**config.mk**
```make
export PLATFORM = sky130hd
export DESIGN_NAME = mc_control_unit
export DESIGN_NICKNAME = d
export VERILOG_FILES = /design/src/rtl/mc_control_unit.sv
export SDC_FILE = /design/constraint.sdc
export NUM_CORES = 1
export LEC_CHECK = 0
export ABC_CLOCK_PERIOD_IN_PS = 2400
export CAP_MARGIN = 10
export CORE_UTILIZATION = 42
export DETAILED_ROUTE_END_ITERATION = 6
export GPL_TIMING_DRIVEN = 1
export PLACE_DENSITY_LB_ADDON = 0.08
export SYNTH_ARGS = -nofsm -noshare
export SYNTH_HDL_FRONTEND = slang
export SYNTH_SLANG_ARGS = --single-unit
```
**constraint.sdc**
```tcl
create_clock -name clk -period 2.4 [get_ports clk]
set_input_delay 0.72 -clock clk [delete_from_list [all_inputs] [get_ports clk]]
set_output_delay 0.72 -clock clk [all_outputs]
set_load 0.005 [all_outputs]
```
**src/rtl/mc_control_unit.sv**
```systemverilog
// Multi-cycle control FSM for the 16-bit accumulator datapath.
// Sequences the shared ALU, memory strobes and register enables; a watchdog halts on stuck memory.
module mc_control_unit #(
  parameter int MEM_TIMEOUT = 15
) (
  input  logic       clk,
  input  logic       rst,
  input  logic [2:0] opcode,
  input  logic       mem_ready,
  input  logic       zero,
  output logic       mem_read,
  output logic       mem_write,
  output logic       i_or_d,
  output logic       ir_write,
  output logic       mdr_write,
  output logic       acc_write,
  output logic       acc_src,
  output logic       alu_src_a,
  output logic [1:0] alu_src_b,
  output logic [1:0] alu_func,
  output logic       pc_load,
  output logic       pc_src,
  output logic       halted,
  output logic       mem_err,
  output logic [3:0] state_dbg
);

  typedef enum logic [3:0] {
    S_START   = 4'd0,
    S_FETCH   = 4'd1,
    S_DECODE  = 4'd2,
    S_MEM_RD  = 4'd3,
    S_EXEC    = 4'd4,
    S_LOAD_WB = 4'd5,
    S_MEM_WR  = 4'd6,
    S_JUMP    = 4'd7,
    S_BRZ     = 4'd8,
    S_HALT    = 4'd9
  } state_t;

  localparam logic [2:0] OP_NOT = 3'b011;
  localparam logic [2:0] OP_LDA = 3'b100;
  localparam logic [2:0] OP_STA = 3'b101;
  localparam logic [2:0] OP_JMP = 3'b110;
  localparam logic [2:0] OP_JZ  = 3'b111;

  // Wide enough to hold MEM_TIMEOUT itself, the last cycle number k of a wait.
  localparam int CW = $clog2(MEM_TIMEOUT + 2);

  state_t          state_q, state_d;
  logic [CW-1:0]   wait_cnt_q, wait_cnt_d;
  logic            mem_err_q, mem_err_d;
  logic [CW-1:0]   wait_k;
  logic            waiting;
  logic            timeout_hit;

  always_comb begin
    state_d     = state_q;
    wait_cnt_d  = '0;
    mem_err_d   = mem_err_q;
    waiting     = 1'b0;
    mem_read    = 1'b0;
    mem_write   = 1'b0;
    i_or_d      = 1'b0;
    ir_write    = 1'b0;
    mdr_write   = 1'b0;
    acc_write   = 1'b0;
    acc_src     = 1'b0;
    alu_src_a   = 1'b0;
    alu_src_b   = 2'b00;
    alu_func    = 2'b00;
    pc_load     = 1'b0;
    pc_src      = 1'b0;
    wait_k      = wait_cnt_q + CW'(1);
    timeout_hit = (MEM_TIMEOUT != 0) && (wait_k == CW'(MEM_TIMEOUT)) && !mem_ready;

    case (state_q)
      S_START: state_d = S_FETCH;
      S_FETCH: begin
        mem_read  = 1'b1;
        alu_src_b = 2'b01;
        if (mem_ready) begin
          ir_write = 1'b1;
          pc_load  = 1'b1;
          state_d  = S_DECODE;
        end else begin
          waiting = 1'b1;
        end
      end
      S_DECODE: begin
        case (opcode)
          OP_NOT:  state_d = S_EXEC;
          OP_STA:  state_d = S_MEM_WR;
          OP_JMP:  state_d = S_JUMP;
          OP_JZ:   state_d = S_BRZ;
          default: state_d = S_MEM_RD;
        endcase
      end
      S_MEM_RD: begin
        mem_read  = 1'b1;
        i_or_d    = 1'b1;
        mdr_write = mem_ready;
        if (mem_ready) begin
          state_d = (opcode == OP_LDA) ? S_LOAD_WB : S_EXEC;
        end else begin
          waiting = 1'b1;
        end
      end
      S_EXEC: begin
        alu_src_a = 1'b1;
        alu_func  = opcode[1:0];
        acc_write = 1'b1;
        state_d   = S_FETCH;
      end
      S_LOAD_WB: begin
        acc_write = 1'b1;
        acc_src   = 1'b1;
        state_d   = S_FETCH;
      end
      S_MEM_WR: begin
        mem_write = 1'b1;
        i_or_d    = 1'b1;
        if (mem_ready) state_d = S_FETCH;
        else           waiting = 1'b1;
      end
      S_JUMP: begin
        pc_load = 1'b1;
        pc_src  = 1'b1;
        state_d = S_FETCH;
      end
      S_BRZ: begin
        alu_src_a = 1'b1;
        alu_src_b = 2'b11;
        pc_load   = zero;
        pc_src    = 1'b1;
        state_d   = S_FETCH;
      end
      S_HALT:  state_d = S_HALT;
      default: state_d = S_START;
    endcase

    // Counting only while a wait continues means any entry into a wait starts from zero.
    if (waiting) begin
      if (timeout_hit) begin
        state_d   = S_HALT;
        mem_err_d = 1'b1;
      end else begin
        wait_cnt_d = wait_k;
      end
    end

    if (rst) begin
      state_d    = S_START;
      wait_cnt_d = '0;
      mem_err_d  = 1'b0;
    end
  end

  always_ff @(posedge clk) begin
    state_q    <= state_d;
    wait_cnt_q <= wait_cnt_d;
    mem_err_q  <= mem_err_d;
  end

  assign halted    = (state_q == S_HALT);
  assign mem_err   = mem_err_q;
  assign state_dbg = state_q;

endmodule

```
==> impl_results.md, run 1 <==
* Outcome: finished, final reports clean
* Post-synth EDFFs at 0
* Number of sinks handled by clock tree synthesis at 10
* Setup clock skew after layout at 3.57 ps
* Antenna violations before repair at 0
* Largest net degree at the start of global routing at 11
* Fraction of layout cells with a size suffix above 1 at 21.9%
* Post-synth net total at 101
* Starting utilization of the core area at 46.0%
* Design Power at 0.000468 W
* Longest individual stage delay on the worst path at 450 ps
* Share of total power in sequential cells at 39.2%
* Final count of pins violating max slew at 0
* Switching Power at 0.000133 W
* Cell depth of the worst setup path at 4
* Total Routing Usage GR at 20.6%
* Internal power component at 0.000335 W
* Reg2Reg Capture Point: state_dbg[0]$_SDFF_PP0_
* X dimension of the die at 43.1 um
* Peak supply drop at 0.376 mV
* Gp weighted congestion at 0.819
* Accumulated negative setup slack at 0 ps
* Data arrival time of the critical path at 1610 ps
* Required time worst endpoint at 1680 ps
* Area of the core region at 0.00154 mm^2
* Root buffer cell: sky130_fd_sc_hd__clkbuf_4
* Hold Path End: wait_cnt_q[0]$_SDFF_PP0_
* Type of destination of the critical path: primary output
* Synthesized area divided by synthesized cell count at 7.71 um^2
* Origin of the worst setup path: zero
* Type of the worst setup path: input pin to primary output
* CTS tree: built
* Worst setup slack for register-to-register paths at 530 ps
* Finished Cell Area at 0.00111 mm^2
* Number of standard cells after synthesis at 92
* Syn-to-layout area delta at 55.9%
* Worst hold start: wait_cnt_q[0]$_SDFF_PP0_
* Instance count along the most critical hold path at 1
* Startpoint type of the worst setup path: input pin
* Clock power share at 33.8%
* Synthesis warning total at 0
* Worst-path fanout max at 1
* TritonCTS Buffers at 3
* Critical path buffers and inverters at 2
* Leakage power figure at 0.497 nW
* Async set-or-reset flop fraction in the synthesized netlist at 0%
* Shortest period the worst path allows at 2330 ps
* Final cell utilization of the core at 71.8%
* Cell count of the worst reg-to-reg path at 5
* Category of cells accounting for the largest share of critical-path delay: buffers and inverters
* I/O pins at 27
* Congestion Overflow GR at 0
* Fraction of the yosys area taken by sequential cells at 28.2%
* Number of nets in the layout at 138
* Clock slew seen by the registers of the worst setup and hold paths at 70 ps
* Number of max-cap violations at 0
* Remaining design rule violation count at 0
* Clock latency of the later-clocked register in the worst-skew pair at 270 ps
* Port bufs at 26
* Num rows at 14
* Filler instances at 126
* First-pass GRT wire length at 2.89 mm
* Final number of hold-violating endpoints at 0
* Final setup violation count at 0
* Vias in the first global route at 711
* Crit share post-route at 96.9%
* H-Tree Level Count at 1
* Post-synthesis instance area at 709 um^2
* Most used DFF post-synth: sky130_fd_sc_hd__dfxtp_1
* Achievable Freq at 0.430 GHz
* RSZ-0062 raised after global routing: true
* Critical path cell sequence: clkdlybuf4s50_1 > a2bb2oi_1 > o31ai_1 > buf_2
* Drt wl/cell at 12.3 um
* Clk buf depth at 2
* Total via count after detailed routing at 780
* Placed wire-length estimate at 1.34 mm
* Die Outline Area at 0.00186 mm^2
* Cell Area, Placed at 0.00105 mm^2
* Relative slew slack at 70.7%
* Post-synth cell types at 35
* Power share of the combinational group at 27.0%
* Worst hold margin at 461 ps
* Worst hold path type: flip-flop to flip-flop
* Number of storage elements in the synthesis netlist at 10
* Slew at the pin closest to its max-slew limit at 433 ps
* Switching part of the total power at 28.4%
* DRT Wirelength at 1.77 mm
* Count of TritonRoute iterations in the first routing pass at 4
* Die Y-Extent at 43.1 um
* Areal power density over the cells at 423 mW/mm^2
* Critical-path cell with the highest stage delay: sky130_fd_sc_hd__clkdlybuf4s50_1
* Post-detailed-route via-to-cell ratio at 5.42
* Diodes inserted at 0
* Number of DRC markers in iteration 0 at 41
* Routed Antenna Nets at 0
* Startpoint of the lowest-slack register-to-register path: wait_cnt_q[0]$_SDFF_PP0_
[power groups by stage]
stage / logic (W) / registers (W) / clock network (W)
2_1_floorplan: 0.0000622 / 0.000182 / 0
3_3_place_gp: 0.000124 / 0.000187 / 0
3_5_place_dp: 0.000126 / 0.000186 / 0
4_1_cts: 0.000126 / 0.000184 / 0.000155
5_1_grt: 0.000140 / 0.000185 / 0.000163
6_report: 0.000127 / 0.000183 / 0.000158
[worst register-to-register path, cell delays in order (launching register included)]
cell	delay, ps
sky130_fd_sc_hd__dfxtp_1	330
sky130_fd_sc_hd__ha_1	230
sky130_fd_sc_hd__xnor2_1	140
sky130_fd_sc_hd__or4b_4	480
sky130_fd_sc_hd__or4_4	520
sky130_fd_sc_hd__o21ai_0	90
[final cells by class]
| type | count | area, um^2 | share of cell area [%] |
|---|---|---|---|
| sequential | 10 | 213 | 19.2 |
| inverter | 4 | 15.0 | 1.36 |
| clock buffer | 4 | 36.3 | 3.28 |
| timing repair buffer | 38 | 343 | 31.0 |
| multi-input combinational | 72 | 479 | 43.3 |
| tap | 16 | 20.0 | 1.81 |
[stage by stage]
step           setup slack, ps  instances
4_1_cts                   2.30        144
6_report                  73.9        144
2_1_floorplan              343         92
3_5_place_dp              -458        139
3_3_place_gp              -439        139
5_1_grt                  -18.5        144
[Yosys cell counts (2+ instances only)]
| cell | n | area [um^2] |
|---|---|---|
| sky130_fd_sc_hd__xnor2_1 | 2 | 17.5 |
| sky130_fd_sc_hd__ha_1 | 2 | 25.0 |
| sky130_fd_sc_hd__clkbuf_1 | 4 | 15.0 |
| sky130_fd_sc_hd__xor2_1 | 3 | 26.3 |
| sky130_fd_sc_hd__a21oi_1 | 3 | 15.0 |
| sky130_fd_sc_hd__nor3_1 | 3 | 15.0 |
| sky130_fd_sc_hd__nor2_1 | 11 | 41.3 |
| sky130_fd_sc_hd__inv_1 | 4 | 15.0 |
| sky130_fd_sc_hd__a221oi_1 | 2 | 17.5 |
| sky130_fd_sc_hd__buf_2 | 2 | 10.0 |
| sky130_fd_sc_hd__nor2b_1 | 3 | 18.8 |
| sky130_fd_sc_hd__dfxtp_1 | 10 | 200 |
| sky130_fd_sc_hd__mux2i_1 | 2 | 20.0 |
| sky130_fd_sc_hd__nand2_1 | 7 | 26.3 |
| sky130_fd_sc_hd__o21ai_0 | 4 | 20.0 |
| sky130_fd_sc_hd__and2_1 | 4 | 25.0 |
| sky130_fd_sc_hd__nand2b_1 | 3 | 18.8 |
| sky130_fd_sc_hd__and3_1 | 3 | 18.8 |
| sky130_fd_sc_hd__nand3_1 | 2 | 10.0 |
| sky130_fd_sc_hd__o31ai_1 | 3 | 22.5 |
[sequential cells by signal, summed over array words and instances (netlist names)]
signal,count
wait_cnt_q,5
state_dbg,4
mem_err,1
[kinds of logic (layout without fill, tap and decap cells)]
| kind of cell | count (synthesis) | in the layout | synth area share [%] |
|---|---|---|---|
| buffers and inverters | 10 | 46 | 5.64 |
| DFF | 10 | 10 | 28.2 |
| adders and majority gates | 2 | 2 | 3.53 |
| xor gates and xnor gates | 5 | 5 | 6.17 |
| muxes | 2 | 2 | 2.82 |
| and+or+nand+nor | 43 | 43 | 33.7 |
| AOI/OAI and AO/OA | 20 | 20 | 19.9 |
[cell usage in the layout (no fill, tap or decap), drive strengths merged]
master | synthesis | layout
o21a | 1 | 1
nand3 | 2 | 2
nor2 | 11 | 11
clkdlybuf4s50 | 0 | 20
a32oi | 1 | 1
nand4b | 1 | 1
or4b | 1 | 1
dlygate4sd2 | 0 | 3
a2bb2oi | 1 | 1
o21ai | 4 | 4
o21bai | 1 | 1
xnor2 | 2 | 2
nand2b | 3 | 3
or3 | 1 | 1
nor2b | 3 | 3
a221o | 1 | 1
and2 | 4 | 4
ha | 2 | 2
xor2 | 3 | 3
nand3b | 1 | 1
nand4bb | 1 | 1
a21o | 1 | 1
inv | 4 | 4
and3 | 3 | 3
clkbuf | 4 | 5
buf | 2 | 13
a21oi | 3 | 3
dlymetal6s2s | 0 | 1
or4 | 1 | 1
o211ai | 1 | 1
nor3 | 3 | 3
a221oi | 2 | 2
dfxtp | 10 | 10
nand2 | 7 | 7
o31ai | 3 | 3
o311ai | 1 | 1
mux2i | 2 | 2
or2 | 1 | 1
[how the worst max path moves through the flow]
stage / end
CTS: pc_load
global placement: pc_load
finish: pc_load
floorplan: state_dbg[3]$_SDFF_PP0_
detailed placement: pc_load
global route: pc_load
[repair_timing]
| action | CTS | global route |
|---|---|---|
| setup buffers | 1 | 0 |
| gates resized for setup | 11 | 11 |
| hold buffers | 0 | 0 |
| endpoints found under the setup margin | 6 | 5 |
| pin swaps | 0 | 1 |
[layer usage]
| layer | GRT usage (%) | up-vias | share of wire (%) |
|---|---|---|---|
| met3 | 3.83 | 5 | 7.1 |
| met1 | 23.4 | 345 | 42 |
| met4 | 10.9 | 0 | 1.4 |
| met2 | 35.8 | 33 | 50 |
| li1 | - | 397 | - |
| met5 | 0 | - | 0 |
No activity file was read; power rests on OpenSTA's default activity.
==> run 2: changes to the inputs <==
- CORE_UTILIZATION: 42 -> 40
- REMOVE_ABC_BUFFERS: default -> 1
==> impl_results.md, run 2 (same netlist as run 1, synthesis figures left out) <==
* Outcome: finished, violations left
* Violations in the final reports: design-rule violations
* Peak supply drop at 0.372 mV
* Max FFs per register at 5
* Vias in the first global route at 658
* Finished Cell Area at 0.00109 mm^2
* Worst Slack Setup Final at 89.7 ps
* DRT Wirelength at 1.74 mm
* Worst hold start: wait_cnt_q[0]$_SDFF_PP0_
* Shortest period the worst path allows at 2310 ps
* Worst hold margin at 459 ps
* Congestion Overflow GR at 0
* Startpoint of the lowest-slack register-to-register path: wait_cnt_q[0]$_SDFF_PP0_
* Clk buf depth at 2
* Total via count after detailed routing at 789
* Global routing usage on met2 at 30.9%
* Setup clock skew after layout at 9.52 ps
* Remaining design rule violation count at 2
* Clock latency of the later-clocked register in the worst-skew pair at 270 ps
* Num rows at 14
* Worst hold path type: flip-flop to flip-flop
* Root buffer cell: sky130_fd_sc_hd__clkbuf_4
* Fraction of layout cells with a size suffix above 1 at 18.3%
* Top Usage Layer GRT: met2
* Type of the worst setup path: input pin to primary output
* Count of TritonRoute iterations in the first routing pass at 7
* Pre-CTS WS at -440 ps
* Global-route met1 utilization at 26.8%
* Largest net degree at the start of global routing at 11
* Startpoint type of the worst setup path: input pin
* Post-detailed-route via-to-cell ratio at 5.56
* Starting utilization of the core area at 45.0%
* TritonCTS Buffers at 3
* Areal power density over the cells at 387 mW/mm^2
* Drt wl/cell at 12.3 um
* Number of sinks handled by clock tree synthesis at 10
* Routed Antenna Nets at 0
* Worst-path fanout max at 1
* Instance count along the most critical hold path at 1
* Syn-to-layout area delta at 53.3%
* Final number of hold-violating endpoints at 0
* Total Routing Usage GR at 20.8%
* CTS tree: built
* Diodes inserted at 0
* Placed wire-length estimate at 1.35 mm
* Cell Area, Placed at 0.00103 mm^2
* Cell count of the worst reg-to-reg path at 5
* Final count of pins violating max slew at 0
* Die Outline Area at 0.00195 mm^2
* Number of nets in the layout at 137
* X dimension of the die at 44.1 um
* Most frequent cells in the layout: sky130_fd_sc_hd__clkdlybuf4s50_1, sky130_fd_sc_hd__nor2_1, sky130_fd_sc_hd__buf_4
* Accumulated negative setup slack at 0 ps
* Required time worst endpoint at 1680 ps
* Gp weighted congestion at 0.764
* Number of max-cap violations at 0
* Relative slew slack at 70.4%
* Antenna violations before repair at 0
* Met3 Usage GRT at 7.76%
* Slew at the pin closest to its max-slew limit at 441 ps
* Achievable Freq at 0.433 GHz
* First-pass GRT wire length at 2.93 mm
* Filler instances at 138
* Data arrival time of the critical path at 1590 ps
* Origin of the worst setup path: zero
* Port bufs at 26
* Most common library cell in the layout ignoring fill and taps: sky130_fd_sc_hd__clkdlybuf4s50_1
* Final setup violation count at 0
* Crit share post-route at 96.3%
* I/O pins at 27
* Area of the core region at 0.00158 mm^2
* Type of destination of the critical path: primary output
* Clock slew seen by the registers of the worst setup and hold paths at 50 ps
* Die Y-Extent at 44.1 um
* Hold_buf cts at 0
* H-Tree Level Count at 1
* Leakage power figure at 0.491 nW
* RSZ-0062 raised after global routing: false
* Biggest register: wait_cnt_q
* Number of DRC markers in iteration 0 at 9
run 2: worst max-delay path, cell delays in order:
cell and delay [ps]:
sky130_fd_sc_hd__clkdlybuf4s50_1 460, sky130_fd_sc_hd__a2bb2oi_1 60, sky130_fd_sc_hd__o31ai_1 210, sky130_fd_sc_hd__buf_2 150
run 2: layout make-up:
cell class | count | area [um^2] | area share [%]
clock buffers | 3 | 22.5 | 2.07
inverters | 4 | 15.0 | 1.38
multi-input cells | 72 | 474 | 43.6
well taps | 16 | 20.0 | 1.84
flip-flops and latches | 10 | 213 | 19.6
repair buffers | 37 | 343 | 31.5
run 2: final timing paths:
check                                                 to  slack (ps)
worst min register to register  wait_cnt_q[0]$_SDFF_PP0_         460
worst min-delay path            wait_cnt_q[0]$_SDFF_PP0_         460
worst max-delay path                             pc_load          90
worst max register to register   state_dbg[3]$_SDFF_PP0_         530
run 2: routing by layer:
| layer | vias up | wire, um |
|---|---|---|
| met5 | - | 0 |
| met4 | 0 | 38 |
| met3 | 5 | 94 |
| met2 | 20 | 790 |
| met1 | 365 | 818 |
| li1 | 399 | - |
run 2: power breakdown:
part	switching, W	internal, W
clock	0.0000553	0.0000578
sequential	0.0000123	0.000172
combinational	0.0000532	0.0000698
total	0.000121	0.000300
run 2: per-stage QoR:
step / util (%) / total power, W / instances
after floorplan: - / 0.000237 / 86
final: 69.0 / 0.000420 / 142
after global routing: 69.0 / 0.000451 / 142
after CTS: 67.9 / 0.000427 / 141
after detailed placement: 65.5 / 0.000310 / 137
after global placement: 65.5 / 0.000308 / 137
run 2: timing repair:
item,CTS,global route
resized for setup,11,9
buffers inserted,1,1
setup endpoints to repair,6,10
pin swaps,0,2
